$ cat config.mk
export PLATFORM = sky130hd
export DESIGN_NAME = acc_sequencer
export DESIGN_NICKNAME = d
export VERILOG_FILES = /design/src/rtl/acc_sequencer.sv
export SDC_FILE = /design/constraint.sdc
export NUM_CORES = 1
export LEC_CHECK = 0
export BUFFER_PORTS_ARGS = -buffer_cell sky130_fd_sc_hd__clkbuf_2
export CORE_ASPECT_RATIO = 1.25
export CORE_MARGIN = 3
export CORE_UTILIZATION = 49
export CTS_CLUSTER_DIAMETER = 50
export CTS_CLUSTER_SIZE = 10
export DETAILED_ROUTE_END_ITERATION = 6
export GPL_TIMING_DRIVEN = 0
export PLACE_DENSITY = 0.77
export SLEW_MARGIN = 20
export SYNTH_ARGS = -nofsm -noshare
export SYNTH_HDL_FRONTEND = slang
export SYNTH_SLANG_ARGS = --single-unit
$ cat constraint.sdc
create_clock -name clk -period 3.2 [get_ports clk]
set_input_delay 0.16 -clock clk [delete_from_list [all_inputs] [get_ports clk]]
set_output_delay 0.16 -clock clk [all_outputs]
set_load 0.05 [all_outputs]
$ cat src/rtl/acc_sequencer.sv
// Fetch/decode/execute sequencer for the 11-bit accumulator ALU: owns pc, acc,
// jump decisions and the sleep timer, and saturates every acc write to +/-999.
module acc_sequencer #(
  parameter int PC_W  = 6,
  parameter int SLP_W = 11
) (
  input  logic            clk,
  input  logic            rst_n,
  input  logic            run,
  output logic [PC_W-1:0] prog_addr,
  input  logic [25:0]     prog_data,
  output logic [3:0]      alu_inst,
  output logic [10:0]     alu_arg1,
  output logic [10:0]     alu_arg2,
  output logic [10:0]     alu_acc,
  input  logic [10:0]     alu_out,
  output logic [10:0]     acc,
  output logic [PC_W-1:0] pc,
  output logic            sleeping,
  output logic            busy
);

  typedef enum logic [1:0] {
    S_FETCH  = 2'd0,
    S_DECODE = 2'd1,
    S_EXEC   = 2'd2,
    S_SLEEP  = 2'd3
  } state_t;

  localparam logic [3:0] OP_NOP = 4'd0;
  localparam logic [3:0] OP_MOV = 4'd1;
  localparam logic [3:0] OP_JMP = 4'd2;
  localparam logic [3:0] OP_SLP = 4'd3;
  localparam logic [3:0] OP_JEZ = 4'd4;
  localparam logic [3:0] OP_ADD = 4'd5;
  localparam logic [3:0] OP_SUB = 4'd6;
  localparam logic [3:0] OP_MUL = 4'd7;
  localparam logic [3:0] OP_NOT = 4'd8;

  localparam logic signed [10:0] SAT_MAX = 11'sd999;
  localparam logic signed [10:0] SAT_MIN = -11'sd999;
  localparam logic [PC_W-1:0]    PC_ONE  = {{(PC_W-1){1'b0}}, 1'b1};
  localparam logic [SLP_W-1:0]   SLP_ONE = {{(SLP_W-1){1'b0}}, 1'b1};

  // Signed clamp of an 11-bit value into [-999, +999].
  function automatic logic [10:0] sat11(input logic [10:0] x);
    logic [10:0] r;
    if ($signed(x) > SAT_MAX) begin
      r = SAT_MAX;
    end else if ($signed(x) < SAT_MIN) begin
      r = SAT_MIN;
    end else begin
      r = x;
    end
    return r;
  endfunction

  state_t           state_r;
  // arg2 only ever feeds the ALU, so ir keeps opcode and arg1 for decode.
  logic [14:0]      ir_r;
  logic [10:0]      acc_r;
  logic [PC_W-1:0]  pc_r;
  logic [SLP_W-1:0] slp_cnt_r;
  logic [3:0]       alu_inst_r;
  logic [10:0]      alu_arg1_r;
  logic [10:0]      alu_arg2_r;
  logic             sleeping_r;
  logic             busy_r;

  logic [3:0]       op_s;
  logic [10:0]      arg1_s;
  logic [PC_W-1:0]  pc_inc_s;
  logic [PC_W-1:0]  pc_next_s;
  logic [10:0]      acc_next_s;
  logic             acc_we_s;
  logic             slp_go_s;
  logic [SLP_W-1:0] slp_load_s;

  assign op_s     = ir_r[14:11];
  assign arg1_s   = ir_r[10:0];
  assign pc_inc_s = pc_r + PC_ONE;

  // Execute-stage decode: next pc, acc write and sleep entry for the held instruction.
  always_comb begin
    pc_next_s  = pc_inc_s;
    acc_next_s = acc_r;
    acc_we_s   = 1'b0;
    slp_go_s   = 1'b0;
    slp_load_s = SLP_W'(arg1_s) - SLP_ONE;
    case (op_s)
      OP_NOP: begin
        pc_next_s = pc_inc_s;
      end
      OP_MOV: begin
        acc_we_s   = 1'b1;
        acc_next_s = sat11(arg1_s);
      end
      OP_JMP: begin
        pc_next_s = arg1_s[PC_W-1:0];
      end
      OP_SLP: begin
        // Non-positive sleep lengths degrade to nop.
        if ($signed(arg1_s) > 11'sd0) begin
          slp_go_s = 1'b1;
        end else begin
          slp_go_s = 1'b0;
        end
      end
      OP_JEZ: begin
        if (acc_r == 11'd0) begin
          pc_next_s = arg1_s[PC_W-1:0];
        end else begin
          pc_next_s = pc_inc_s;
        end
      end
      OP_ADD, OP_SUB, OP_MUL, OP_NOT: begin
        acc_we_s   = 1'b1;
        acc_next_s = sat11(alu_out);
      end
      default: begin
        pc_next_s = pc_inc_s;
      end
    endcase
  end

  // Sequencer state machine with registered ALU drive and status outputs.
  always_ff @(posedge clk or negedge rst_n) begin
    if (!rst_n) begin
      state_r    <= S_FETCH;
      ir_r       <= 15'd0;
      acc_r      <= 11'd0;
      pc_r       <= {PC_W{1'b0}};
      slp_cnt_r  <= {SLP_W{1'b0}};
      alu_inst_r <= 4'd0;
      alu_arg1_r <= 11'd0;
      alu_arg2_r <= 11'd0;
      sleeping_r <= 1'b0;
      busy_r     <= 1'b0;
    end else begin
      case (state_r)
        S_FETCH: begin
          if (run) begin
            state_r <= S_DECODE;
            busy_r  <= 1'b1;
          end else begin
            state_r <= S_FETCH;
            busy_r  <= 1'b0;
          end
        end
        S_DECODE: begin
          ir_r       <= prog_data[25:11];
          alu_inst_r <= prog_data[25:22];
          alu_arg1_r <= prog_data[21:11];
          alu_arg2_r <= prog_data[10:0];
          state_r    <= S_EXEC;
          busy_r     <= 1'b1;
        end
        S_EXEC: begin
          alu_inst_r <= 4'd0;
          alu_arg1_r <= 11'd0;
          alu_arg2_r <= 11'd0;
          pc_r       <= pc_next_s;
          if (acc_we_s) begin
            acc_r <= acc_next_s;
          end else begin
            acc_r <= acc_r;
          end
          if (slp_go_s) begin
            slp_cnt_r  <= slp_load_s;
            state_r    <= S_SLEEP;
            sleeping_r <= 1'b1;
            busy_r     <= 1'b1;
          end else begin
            state_r    <= S_FETCH;
            sleeping_r <= 1'b0;
            busy_r     <= 1'b0;
          end
        end
        S_SLEEP: begin
          // Counter was loaded with N-1, so SLEEP lasts exactly N cycles.
          if (slp_cnt_r == {SLP_W{1'b0}}) begin
            state_r    <= S_FETCH;
            sleeping_r <= 1'b0;
            busy_r     <= 1'b0;
          end else begin
            slp_cnt_r  <= slp_cnt_r - SLP_ONE;
            sleeping_r <= 1'b1;
            busy_r     <= 1'b1;
          end
        end
        default: begin
          state_r    <= S_FETCH;
          alu_inst_r <= 4'd0;
          alu_arg1_r <= 11'd0;
          alu_arg2_r <= 11'd0;
          sleeping_r <= 1'b0;
          busy_r     <= 1'b0;
        end
      endcase
    end
  end

  assign prog_addr = pc_r;
  assign pc        = pc_r;
  assign acc       = acc_r;
  assign alu_acc   = acc_r;
  assign alu_inst  = alu_inst_r;
  assign alu_arg1  = alu_arg1_r;
  assign alu_arg2  = alu_arg2_r;
  assign sleeping  = sleeping_r;
  assign busy      = busy_r;

endmodule

==> summary.md <==
| Metric | Value |
|---|---|
| Worst-path clk slew | 0.10 ns |
| Global route overflow | 0 |
| CTS H-tree lvls | 3 |
| Least-Margin Pin Slew | 0.702 ns |
| Worst Path Buf+Inv | 4 |
| First-pass GRT wire length | 17800 um |
| FP Rows | 36 |
| Clock buffer depth | 2 |
| Slew headroom | 53.2% |
| Post-Route Utilization | 63.7% |
| CTS sink cnt | 73 |
| Async SR Flop Fraction | 100% |
| Syn avg cell area | 9.54 um2 |
| Top FF cell, synth | dfrtp_1 |
| Overall routing resource usage | 23.5% |
| Status | finished clean |
| Die area | 9640 um2 |
| Routability cong. | 0.916 |
| Post-Route WL | 11100 um |
| Port bufs | 101 |
| WHS Endpoint | alu_arg2[3]$_DFFE_PN0P_ |
| Vias in the first global route | 3645 |
| CTS tree | done |
| ANT nets after route | 0 |
| Slowest CP cell | dfrtp_1 |
| Critical R2R Capture | slp_cnt_r[10]$_DFFE_PN0P_ |
| Cell accounting for the most synthesized area | dfrtp_1 |
| Flop-to-flop setup slack | 0.15 ns |
| Share of cells above drive strength 1 | 30.6% |
| Crit-path max FO | 10 |
| CP cell instances | ha_1 > clkbuf_4 > clkbuf_4 > clkbuf_4 > mux2i_1 > ha_1 > clkbuf_2 > nor4b_4 > o22ai_2 > a21oi_2 > xnor2_1 > a211o_1 |
| CTS Buf Count | 9 |
| Setup Viol. Count Final | 0 |
| Top area cells in the synthesized netlist | dfrtp_1 44%, o21ai_0 5.1%, nand3b_1 4.7%, mux2_2 4.1%, inv_1 3.6% |
| Fin. Hold Viols | 0 |
| Die H | 109 um |
| Clock root cell | clkbuf_8 |
| Clock latency on the worst-skew pair | 0.36 ns |
| Most numerous cell in the Yosys netlist | dfrtp_1 |
| DR vias | 3786 |
| Residual DRC | 0 |
| Initial antenna violation count | 0 |
| Synth Cell Area | 4160 um2 |
| Post-synth top cells | 73 x dfrtp_1, 42 x o21ai_0, 40 x inv_1, 26 x nand3b_1, 22 x nand2_1 |
| Synthesized flop and latch total | 73 |
| Tcrit/Tclk final | 95.2% |
| Syn Nets | 484 |
| Iteration count of the initial detailed-routing pass | 5 |
| Layout overhead on the synthesized area | 22.9% |
| Fin Clk Skew | 0.0120 ns |
| Kind of critical path | flip-flop to flip-flop |
| WP data arrival | 3.29 ns |
| DPL Wire Length | 8000 um |
| Fillcell total | 666 |
| Drt wl/cell | 17.0 um |
| Min Tclk post-route | 3.05 ns |
| Die W | 88.4 um |
| CORE AREA | 8020 um2 |
| EDFF count, synth | 0 |
| CP dominant cell by count | clkbuf_4 |
| Worst Hold Launch | prog_data[3] |
| Starting Density | 51.9% |
| Largest net degree at the start of global routing | 55 |
| MaxCap Viol Count | 0 |
| Final Max Slew Viols | 0 |
| Endpoint class of the critical path | flip-flop |
| WP data required | 3.44 ns |
| Synthesized instance count | 436 |
| Ys Warns | 0 |
| Number of inserted diodes | 0 |
| Post-synth cell types | 59 |
| Starting DRT DRC Count | 356 |
| CP startpoint kind | flip-flop |
| Vias/cell | 5.79 |
| Fmax | 328 MHz |
| CP top delay family | buffers and inverters |
| Yosys top cell area share | 43.9% |
| Hold Crit Class | input port to flip-flop |
| WHS Path Cells | 3 |
| R2R depth | 12 |
| Layout Nets | 602 |
| Worst path max stage delay | 0.40 ns |
| Io pins | 102 |
| Register area share after synthesis | 43.9% |
| Reg2reg start | state_r[0]$_DFFE_PN0N_ |
-- registers in the layout, indices dropped and copies added, names as in the netlist --
name,cells
alu_inst,4
state_r,2
slp_cnt_r,11
alu_arg2,11
pc,6
ir_r,15
alu_arg1,11
busy,1
sleeping,1
acc,11
-- worst min-delay path, stage by stage --
cell      delay [ns]
clkbuf_2        0.08
nand3b_1        0.07
o21ai_0         0.07
-- layer usage --
layer | vias up | share of wire, % | GRT usage, %
li1 | 1778 | - | -
met2 | 152 | 51 | 39.4
met5 | - | 0 | 0
met4 | 0 | 1.2 | 6.37
met1 | 1843 | 42 | 30.7
met3 | 13 | 6.2 | 5.22
-- what timing repair did --
action	4_1_cts	5_1_grt
hold buffers	1	0
endpoints found under the setup margin	3	2
pin swaps	0	1
buffers inserted	0	4
hold endpoints to repair	19	0
resized for setup	5	7
-- worst max path at each step --
| stage | start | to | slack (ns) | cells after the start |
|---|---|---|---|---|
| after CTS | state_r[1]$_DFFE_PN0N_ | slp_cnt_r[10]$_DFFE_PN0P_ | 0.004 | 12 |
| after detailed placement | state_r[1]$_DFFE_PN0N_ | slp_cnt_r[10]$_DFFE_PN0P_ | -0.43 | 12 |
| after floorplan | state_r[1]$_DFFE_PN0N_ | slp_cnt_r[10]$_DFFE_PN0P_ | 0.18 | 12 |
| after global placement | state_r[1]$_DFFE_PN0N_ | slp_cnt_r[10]$_DFFE_PN0P_ | -0.39 | 12 |
| after global routing | state_r[0]$_DFFE_PN0N_ | slp_cnt_r[10]$_DFFE_PN0P_ | -0.01 | 12 |
| final | state_r[0]$_DFFE_PN0N_ | slp_cnt_r[10]$_DFFE_PN0P_ | 0.15 | 12 |
-- cell usage in the layout, fill, tap and decap left out, drive strengths merged, types with 10 or more instances in the layout --
master / n
o21ai: 42
nand2: 22
nor2: 17
nand3b: 26
buf: 26
mux2i: 10
nand2b: 16
inv: 44
a21oi: 10
dfrtp: 73
clkbuf: 133
mux2: 15
-- area by class of cell --
cell class	instances	area (um2)	area share, %
Multi-Input combinational cell	279	1990	38.9
Sequential cell	73	1830	35.7
Timing Repair Buffer	107	576	11.3
Buffer	44	244	4.77
Inverter	40	150	2.94
Clock buffer	9	124	2.42
Tap cell	95	119	2.33
Clock inverter	7	82.6	1.62
-- stage by stage --
step / std cells / cell area [um2] / setup TNS [ns] / setup slack [ns] / hold WS (ns)
floorplan: 436 / 4160 / 0 / 0.185 / -0.136
global placement: 632 / 4780 / -0.551 / -0.393 / 0.391
detailed placement: 633 / 4810 / -0.697 / -0.435 / 0.100
CTS: 650 / 5050 / 0 / 0.00369 / 0.0394
global route: 654 / 5110 / -0.0136 / -0.0136 / 0.0407
finish: 654 / 5110 / 0 / 0.154 / 0.0465
-- logic make-up (layout without fill, tap and decap cells) --
| logic type | count (synthesis) | after routing | synth area share, % |
|---|---|---|---|
| AND/OR/NAND/NOR | 132 | 132 | 19.4 |
| adder cells (fa/ha/maj) | 8 | 8 | 2.41 |
| flip-flops | 73 | 73 | 43.9 |
| multiplexers | 25 | 25 | 6.47 |
| XOR/XNOR | 7 | 7 | 1.47 |
| buffers and inverters | 84 | 207 | 9.24 |
| AO/OA/AOI/OAI | 107 | 107 | 17.1 |
Power is left out: the tool's default activity adds up to more than one toggle a clock period on the data nets, which glitch-free logic cannot reach.
